### src/rtl/hap_pkg.sv
// Shared definitions for the Harvard Architecture Processor front end:
// opcode constants, instruction field positions and FSM state encoding.
package hap_pkg;

    localparam logic [4:0] OP_NOP  = 5'b00000;
    localparam logic [4:0] OP_LT   = 5'b01011;
    localparam logic [4:0] OP_GT   = 5'b01100;
    localparam logic [4:0] OP_EQ   = 5'b01101;
    localparam logic [4:0] OP_GTE  = 5'b01110;
    localparam logic [4:0] OP_LTE  = 5'b01111;
    localparam logic [4:0] OP_NE   = 5'b10000;
    localparam logic [4:0] OP_HALT = 5'b11111;

    localparam int OPC_MSB = 15;
    localparam int OPC_LSB = 11;
    localparam int RD_MSB  = 10;
    localparam int RD_LSB  = 8;
    localparam int RS1_MSB = 7;
    localparam int RS1_LSB = 5;
    localparam int RS2_MSB = 4;
    localparam int RS2_LSB = 2;

    typedef enum logic [1:0] {
        ST_FETCH  = 2'd0,
        ST_DECODE = 2'd1,
        ST_ISSUE  = 2'd2,
        ST_HALT   = 2'd3
    } state_t;

endpackage

### src/rtl/hap_regfile.sv
// 8-entry register file: two combinational read ports, one write port.
// r0 always reads zero and ignores writes; contents clear on reset.
module hap_regfile
    import hap_pkg::*;
#(
    parameter int DATA_W = 3
) (
    input  logic              clk,
    input  logic              rst_n,
    input  logic              i_we,
    input  logic [2:0]        i_waddr,
    input  logic [DATA_W-1:0] i_wdata,
    input  logic [2:0]        i_raddr1,
    input  logic [2:0]        i_raddr2,
    output logic [DATA_W-1:0] o_rdata1,
    output logic [DATA_W-1:0] o_rdata2
);

    logic [DATA_W-1:0] r_mem [0:7];

    // Register storage with asynchronous clear; r0 is never written.
    always_ff @(posedge clk or negedge rst_n) begin
        if (!rst_n) begin
            for (int i = 0; i < 8; i++) begin
                r_mem[i] <= '0;
            end
        end else if (i_we && (i_waddr != 3'd0)) begin
            r_mem[i_waddr] <= i_wdata;
        end else begin
            r_mem <= r_mem;
        end
    end

    assign o_rdata1 = (i_raddr1 == 3'd0) ? {DATA_W{1'b0}} : r_mem[i_raddr1];
    assign o_rdata2 = (i_raddr2 == 3'd0) ? {DATA_W{1'b0}} : r_mem[i_raddr2];

endmodule

### src/rtl/fetch_decode.sv
// Fetch/decode front end: fetches from synchronous instruction ROM, decodes,
// reads operands (with write-back bypass) and offers them to execute.
module fetch_decode
    import hap_pkg::*;
#(
    parameter int PC_W   = 8,
    parameter int DATA_W = 3
) (
    input  logic              clk,
    input  logic              rst_n,
    output logic [PC_W-1:0]   imem_addr,
    input  logic [15:0]       imem_data,
    output logic              ex_valid,
    input  logic              ex_ready,
    output logic [4:0]        opcode,
    output logic [DATA_W-1:0] R1,
    output logic [DATA_W-1:0] R2,
    output logic [2:0]        rd_addr,
    input  logic              wb_en,
    input  logic [2:0]        wb_addr,
    input  logic [DATA_W-1:0] wb_data,
    input  logic              br_taken,
    input  logic [PC_W-1:0]   br_target,
    output logic              halted
);

    state_t            r_state;
    state_t            w_state_next;
    logic [PC_W-1:0]   r_pc;
    logic [PC_W-1:0]   w_pc_next;
    logic              w_load;
    logic              r_ex_valid;
    logic              r_halted;
    logic [4:0]        r_opcode;
    logic [DATA_W-1:0] r_r1;
    logic [DATA_W-1:0] r_r2;
    logic [2:0]        r_rd;

    logic [4:0]        w_opc;
    logic [2:0]        w_rd;
    logic [2:0]        w_rs1;
    logic [2:0]        w_rs2;
    logic [DATA_W-1:0] w_rf1;
    logic [DATA_W-1:0] w_rf2;
    logic [DATA_W-1:0] w_op1;
    logic [DATA_W-1:0] w_op2;
    logic              w_unused;

    assign w_opc    = imem_data[OPC_MSB:OPC_LSB];
    assign w_rd     = imem_data[RD_MSB:RD_LSB];
    assign w_rs1    = imem_data[RS1_MSB:RS1_LSB];
    assign w_rs2    = imem_data[RS2_MSB:RS2_LSB];
    assign w_unused = ^imem_data[1:0];

    hap_regfile #(.DATA_W(DATA_W)) u_regfile (
        .clk      (clk),
        .rst_n    (rst_n),
        .i_we     (wb_en),
        .i_waddr  (wb_addr),
        .i_wdata  (wb_data),
        .i_raddr1 (w_rs1),
        .i_raddr2 (w_rs2),
        .o_rdata1 (w_rf1),
        .o_rdata2 (w_rf2)
    );

    // A same-cycle write-back overrides the stale register file value.
    assign w_op1 = (wb_en && (wb_addr == w_rs1) && (w_rs1 != 3'd0)) ? wb_data : w_rf1;
    assign w_op2 = (wb_en && (wb_addr == w_rs2) && (w_rs2 != 3'd0)) ? wb_data : w_rf2;

    // State and program counter registers.
    always_ff @(posedge clk or negedge rst_n) begin
        if (!rst_n) begin
            r_state <= ST_FETCH;
            r_pc    <= '0;
        end else begin
            r_state <= w_state_next;
            r_pc    <= w_pc_next;
        end
    end

    // Next-state, next-pc and issue-load decisions; redirects win over everything but HALT.
    always_comb begin
        w_state_next = r_state;
        w_pc_next    = r_pc;
        w_load       = 1'b0;
        case (r_state)
            ST_FETCH: begin
                if (br_taken) begin
                    w_pc_next = br_target;
                end else begin
                    w_state_next = ST_DECODE;
                end
            end
            ST_DECODE: begin
                if (br_taken) begin
                    w_pc_next    = br_target;
                    w_state_next = ST_FETCH;
                end else begin
                    w_pc_next = r_pc + {{(PC_W-1){1'b0}}, 1'b1};
                    if (w_opc == OP_NOP) begin
                        w_state_next = ST_FETCH;
                    end else if (w_opc == OP_HALT) begin
                        w_state_next = ST_HALT;
                    end else begin
                        w_load       = 1'b1;
                        w_state_next = ST_ISSUE;
                    end
                end
            end
            ST_ISSUE: begin
                if (br_taken) begin
                    w_pc_next    = br_target;
                    w_state_next = ST_FETCH;
                end else if (ex_ready) begin
                    w_state_next = ST_FETCH;
                end else begin
                    w_state_next = ST_ISSUE;
                end
            end
            ST_HALT: begin
                w_state_next = ST_HALT;
            end
            default: begin
                w_state_next = ST_FETCH;
            end
        endcase
    end

    // Registered execute-side outputs, loaded only when an instruction is issued.
    always_ff @(posedge clk or negedge rst_n) begin
        if (!rst_n) begin
            r_ex_valid <= 1'b0;
            r_halted   <= 1'b0;
            r_opcode   <= 5'd0;
            r_r1       <= '0;
            r_r2       <= '0;
            r_rd       <= 3'd0;
        end else begin
            r_ex_valid <= (w_state_next == ST_ISSUE);
            r_halted   <= (w_state_next == ST_HALT);
            if (w_load) begin
                r_opcode <= w_opc;
                r_r1     <= w_op1;
                r_r2     <= w_op2;
                r_rd     <= w_rd;
            end else begin
                r_opcode <= r_opcode;
                r_r1     <= r_r1;
                r_r2     <= r_r2;
                r_rd     <= r_rd;
            end
        end
    end

    assign imem_addr = r_pc;
    assign ex_valid  = r_ex_valid;
    assign halted    = r_halted;
    assign opcode    = r_opcode;
    assign R1        = r_r1;
    assign R2        = r_r2;
    assign rd_addr   = r_rd;

endmodule

### config.mk
export PLATFORM = sky130hd
export DESIGN_NAME = fetch_decode
export DESIGN_NICKNAME = d
export VERILOG_FILES = /design/src/rtl/hap_pkg.sv /design/src/rtl/hap_regfile.sv /design/src/rtl/fetch_decode.sv
export SDC_FILE = /design/constraint.sdc
export NUM_CORES = 1
export LEC_CHECK = 0
export BUFFER_PORTS_ARGS = -buffer_cell sky130_fd_sc_hd__buf_2
export CORE_UTILIZATION = 45
export CTS_BUF_LIST = sky130_fd_sc_hd__clkbuf_4 sky130_fd_sc_hd__clkbuf_8
export DETAILED_ROUTE_END_ITERATION = 8
export PLACE_DENSITY_LB_ADDON = 0.2
export SYNTH_ARGS = -nofsm -noshare
export SYNTH_HDL_FRONTEND = slang
export SYNTH_SLANG_ARGS = --single-unit
### constraint.sdc
create_clock -name clk -period 4.2 [get_ports clk]
set_input_delay 0.84 -clock clk [delete_from_list [all_inputs] [get_ports clk]]
set_output_delay 0.84 -clock clk [all_outputs]
set_load 0.01 [all_outputs]
## Yosys cells after proc, flatten, opt, wreduce, memory -nomap -nowiden

Index checks and enable logic that the tools add are counted.

- Register bits: 50
- Input bits: 35
- Output and inout bits: 24
- Logic and storage cells: 76

- Add/subtract/negate cells: 1
- Magnitude comparators: 4
- Equality and inequality tests: 9
- Multiplexer cells: 27
- Bitwise operators: 3
- Reduce and logical (&&, ||, !) cells: 16

Operators by type and width:

| operator | count |
|---|---|
| two-way mux 3 bit | 9 |
| bitwise mux 24 bit | 1 |
| binary-select mux 3 bit (select 3 bit) | 2 |
| two-way mux 8 bit | 2 |
| case mux 8 bit (2 select lines) | 1 |
| >= comparator 4 bit (second input constant) | 3 |
| NOT 3 -> 4 bit | 3 |
| two-way mux 2 bit | 5 |
| demux 3 bit (select 3 bit) | 1 |
| nonzero test 3 bit | 3 |
| adder 8 x 1 -> 8 bit (second input constant) | 1 |
| == test 2 bit (second input constant) | 4 |
| case mux 2 bit (4 select lines) | 1 |
| == test 3 bit | 2 |
| logical AND 1 bit | 6 |
| logical NOT 3 bit | 2 |
| == test 5 bit (second input constant) | 1 |
| logical NOT 5 bit | 1 |
| two-way mux 1 bit | 5 |
| less-than comparator 4 x 1 -> 1 bit (second input constant) | 1 |
| == test 2 x 1 -> 1 bit (second input constant) | 1 |
| logical NOT 2 bit | 1 |
| != test 2 x 1 -> 1 bit (second input constant) | 1 |
| AND reduction 2 bit | 1 |
| other kinds (2) | 2 |

## Logic depth before layout (Yosys ltp)

- Word-level depth: 6
- Gate-level depth with buffers: 6
- Mapped depth without buffers: 5

## Modules after synthesis

Synthesis repeated with hierarchy kept, for this count alone.

- Cell total of the unflattened synthesis: 246
- Area total of the unflattened synthesis: 2,713.9 um^2

By module, submodules not included:

| module | instances | cells an instance | area an instance (um^2) | seq. area each (um^2) |
|---|---|---|---|---|
| fetch_decode | 1 | 152 | 1,468.9 | 650.6 |
| hap_regfile | 1 | 94 | 1,244.9 | 525.5 |

## Least setup slack after synthesis

OpenSTA, ideal clock, no wires.

- Path type: input -> register
- From: input port br_taken
- To: register r_opcode[1] (netlist: opcode[1])
- Library setup time: 0.125 ns
- Data arrival time: 2.019 ns
- Required time: 4.075 ns
- Setup slack: 2.056 ns
- Stages on the path: 5
- Path buffers: 1
- Path through: or2_4 > a211o_4 > or2_1 > buf_6 > mux2_4

- Longest elaborated chain between the ends: 2

Ends and longest elaborated chain:

| item | RTL line | RTL |
|---|---|---|
| start: declaration | fetch_decode.sv:22 | `input logic br_taken,` |
| two-way mux 1 bit | fetch_decode.sv:96 | `if (br_taken) begin` |
| two-way mux 1 bit | fetch_decode.sv:87 | `case (r_state)` |
| end signal: assignment | fetch_decode.sv:143 | `r_opcode <= w_opc;` |
| end signal: assignment | fetch_decode.sv:148 | `r_opcode <= r_opcode;` |
| end: declaration | fetch_decode.sv:34 | `logic [4:0] r_opcode;` |

No other way between the ends.
A chain may end at the register's enable or synchronous reset.

## Worst setup path in the final report

- From: input port br_taken
- To: register r_rd[2] (netlist: rd_addr[2])

- Longest elaborated chain between the ends: 2

Ends and longest elaborated chain:

| item | RTL line | RTL |
|---|---|---|
| two-way mux 1 bit | fetch_decode.sv:96 |  |
| two-way mux 1 bit | fetch_decode.sv:87 |  |
| end signal: assignment | fetch_decode.sv:146 | `r_rd <= w_rd;` |
| end signal: assignment | fetch_decode.sv:151 | `r_rd <= r_rd;` |
| end: declaration | fetch_decode.sv:37 | `logic [2:0] r_rd;` |

No other way between the ends.

==> reports/qor.csv <==
stage,metric,value,unit
drt,drt-wirelength-per-cell,17.3,um
worst_setup_path,critical_path.endpoint_type,register,
worst_setup_path,timing.setup.critical_path_class,in -> reg,
die,core_area,0.00568,mm2
placed_design,dp.final_hpwl,4320,um
placed_design,gp_routability_congestion,0.861,
cts,post-cts-setup-buffer-count,0,
global_route,grt_antenna_before_repair,0,
timing,achievable-frequency,443,MHz
global_route,grt.overflow.total,0,
synth,syn_area,0.00273,mm2
synth,synth-seq-area-share,0.459,
timing,drv_slew,0,
status,result_of_the_run,finished clean,
worst_setup_path,crit_path_capture,rd_addr[2],
cts,post_cts_resized,0,
final_layout,antenna_cells_inserted,0,
synth,area_share_of_the_leading_cell_type_in_the_synthesized_netlist,0.459,
global_route,wire_length_of_the_first_global_routing_pass,10200,um
worst_setup_path,critical-path-max-stage-delay,0.38,ns
timing,final.min_clock_period,2.25,ns
cts,clk_latency,0.29,ns
cts,hold_buffers,0,
power,worst_ir_drop_vdd,0.278,mV
final_layout,area_delta_synth_final,14.0,%
final_layout,fin_area,0.00311,mm2
power,power.leakage,1.36,nW
final_layout,num-nets-final,311,
drt,drt_first_pass_iters,4,
timing,worst_relative_slew_slack,0.571,
drt,routed_via_density,5.91,
drt,ant_nets,0,
cts,cts_tree,yes,
worst_setup_path,wp_data_arrival,2.44,ns
worst_setup_path,cpMaxStageDelayCell,sky130_fd_sc_hd__mux2_2,
worst_setup_path,critical_path.startpoint,br_taken,
timing,worst_slew_pin_slew,0.644,ns
synth,ys_types,39,
die,initial_core_util,0.480,
cts,root_buffer,sky130_fd_sc_hd__clkbuf_8,
worst_setup_path,ff2ff_path_depth,4,
worst_setup_path,path_cells,"buf_2, or2_4, a211o_4, nor2_2, mux2_2",
power,power.density_cell_area,546,mW/mm2
placed_design,portbufs,56,
worst_setup_path,critical_path_cell_count,5,
die,die_area,0.00637,mm2
global_route,first_global_vias,2066,
die,std_cell_rows,27,
cts,tritoncts_sinks,50,
synth,synth_nets,265,
cts,tritoncts.num_buffers,5,
timing,setup_violations_final,0,
die,top_level_ports,59,
cts,clk_pin_slew_worst_paths,0.08,ns
timing,grt_setup_unrepaired,false,
timing,setup_slack,1.95,ns
timing,skew,0.00296,ns
final_layout,drive_gt1_frac,0.429,
timing,final_min_period_over_clock_period,0.537,
final_layout,filler_cell_count,513,
final_layout,post-route-util,0.548,
worst_setup_path,worst_ep_required_time,4.39,ns
flow_run,cap_violations,0,
worst_setup_path,r2r_end,rd_addr[2],
global_route,grt_start_max_net_pins,51,
cts,maximum_number_of_buffers_from_clock_root_to_sink,2,
placed_design,preCtsSetupSlack,1.64,ns
die,die_width,79.8,um
drt,drt_first_iter_violations,71,
timing,finalHoldViolations,0,
placed_design,dpl_cell_area,0.00303,mm2
global_route,grtUsageTotal,0.210,
worst_setup_path,critPathLaunchType,primary input,
drt,routed_wirelength,6000,um
die,dieHeight,79.8,um
synth,synth_top_area_cell,sky130_fd_sc_hd__dfrtp_1,
synth,postSynthRegisterBits,50,
worst_setup_path,timing.rr.start,r_state[0],
worst_setup_path,reg2reg_setup_slack,2.20,ns
synth,ys_warn_count,0,
drt,vias,2051,
synth,post_synth_main_area_contributors,"sky130_fd_sc_hd__dfrtp_1 (46%), sky130_fd_sc_hd__mux2_2 (12%), sky130_fd_sc_hd__mux4_2 (9.9%)",
worst_setup_path,worstPathMaxFanout,20,
cts,h-tree-depth,2,
worst_setup_path,cpLargestDelayFamily,simple AND/OR/NAND/NOR gates,
hold_path,worst_hold_check_path_type,reg -> reg,
worst_setup_path,critPathBufInv,1,
timing,final_setup_tns,0,ns
synth,netlist_instances,229,
synth,post_synth.cell_area_avg,11.9,um2
drt,drc,0,
worst min-delay path by stage:
stage	start	end	slack, ns	cells after the start
final	u_regfile.r_mem[22]	u_regfile.r_mem[22]	0.40	0
after floorplan	u_regfile.r_mem[21]	u_regfile.r_mem[21]	0.44	1
after global routing	u_regfile.r_mem[23]	u_regfile.r_mem[23]	0.42	0
after CTS	u_regfile.r_mem[23]	u_regfile.r_mem[23]	0.40	0
after detailed placement	u_regfile.r_mem[22]	u_regfile.r_mem[22]	0.38	0
after global placement	u_regfile.r_mem[23]	u_regfile.r_mem[23]	0.38	0
power breakdown:
part | switching [mW] | internal [mW]
Clock | 0.146 | 0.128
Combinational | 0.297 | 0.324
Sequential | 0.161 | 0.642
layout make-up:
type | instances | area, um2 | share of cell area
clock buffers | 7 | 83.8 | 0.0270
inverters | 2 | 7.51 | 0.00241
multi-input cells | 159 | 1390 | 0.447
flip-flops and latches | 50 | 1250 | 0.402
well taps | 72 | 90.1 | 0.0290
repair buffers | 57 | 288 | 0.0926
synthesized netlist by cell type, drive strengths merged:
cell type	count
buf	5
a32o	7
o22ai	5
a32oi	2
o22a	4
a21oi	10
or3	3
nor4b	1
clkbuf	13
or2	8
mux2i	8
a211o	1
mux2	30
nor2b	2
nand4b	3
nand3	4
nor3	7
o41ai	1
mux4	12
inv	2
a31oi	2
nor2	8
nand2	18
and4	1
dfrtp	50
nand4	5
ha	1
a21boi	1
a22o	1
and4bb	2
xnor2	6
o21ai	6
cells in the final DEF (no fill, tap or decap), types with 6 or more instances in the layout:
| master | n |
|---|---|
| sky130_fd_sc_hd__a21oi_1 | 10 |
| sky130_fd_sc_hd__a32o_1 | 7 |
| sky130_fd_sc_hd__buf_2 | 56 |
| sky130_fd_sc_hd__dfrtp_1 | 50 |
| sky130_fd_sc_hd__mux2_2 | 28 |
| sky130_fd_sc_hd__mux2i_1 | 8 |
| sky130_fd_sc_hd__mux4_2 | 12 |
| sky130_fd_sc_hd__nand2_1 | 18 |
| sky130_fd_sc_hd__nor2_1 | 7 |
| sky130_fd_sc_hd__nor3_1 | 7 |
| sky130_fd_sc_hd__o21ai_0 | 6 |
| sky130_fd_sc_hd__or2_2 | 6 |
| sky130_fd_sc_hd__xnor2_1 | 6 |
per-layer routing:
layer | GRT usage | share of wire | up-vias
li1 | - | - | 961
met1 | 0.301 | 0.49 | 1014
met2 | 0.324 | 0.45 | 68
met3 | 0.0423 | 0.058 | 8
met4 | 0.0536 | 0.0087 | 0
met5 | 0 | 0 | -
worst register-to-register path: stages, from the launching register on:
cell	delay [ns]
sky130_fd_sc_hd__dfrtp_1	0.65
sky130_fd_sc_hd__inv_2	0.14
sky130_fd_sc_hd__a211o_4	0.38
sky130_fd_sc_hd__nor2_2	0.34
sky130_fd_sc_hd__mux2_2	0.39
registers in the layout, summed over array words and instances, names as in the netlist:
name / count
opcode: 5
u_regfile.r_mem: 24
halted: 1
imem_addr: 8
ex_valid: 1
R2: 3
rd_addr: 3
R1: 3
r_state: 2
logic make-up after synthesis:
logic type | after synthesis | synth area share
buf+inv | 20 | 0.0317
compound gates | 40 | 0.106
flops | 50 | 0.459
fa+ha+maj | 1 | 0.00459
simple gates | 62 | 0.124
mux | 50 | 0.255
xor+xnor | 6 | 0.0193
stage by stage:
step	hold slack, ns	power, mW	instances
2_1_floorplan	0.441	1.20	229
3_3_place_gp	0.377	1.42	340
3_5_place_dp	0.383	1.44	340
4_1_cts	0.404	1.71	347
5_1_grt	0.422	1.83	347
6_report	0.404	1.70	347
No activity file was read; power rests on OpenSTA's default activity.
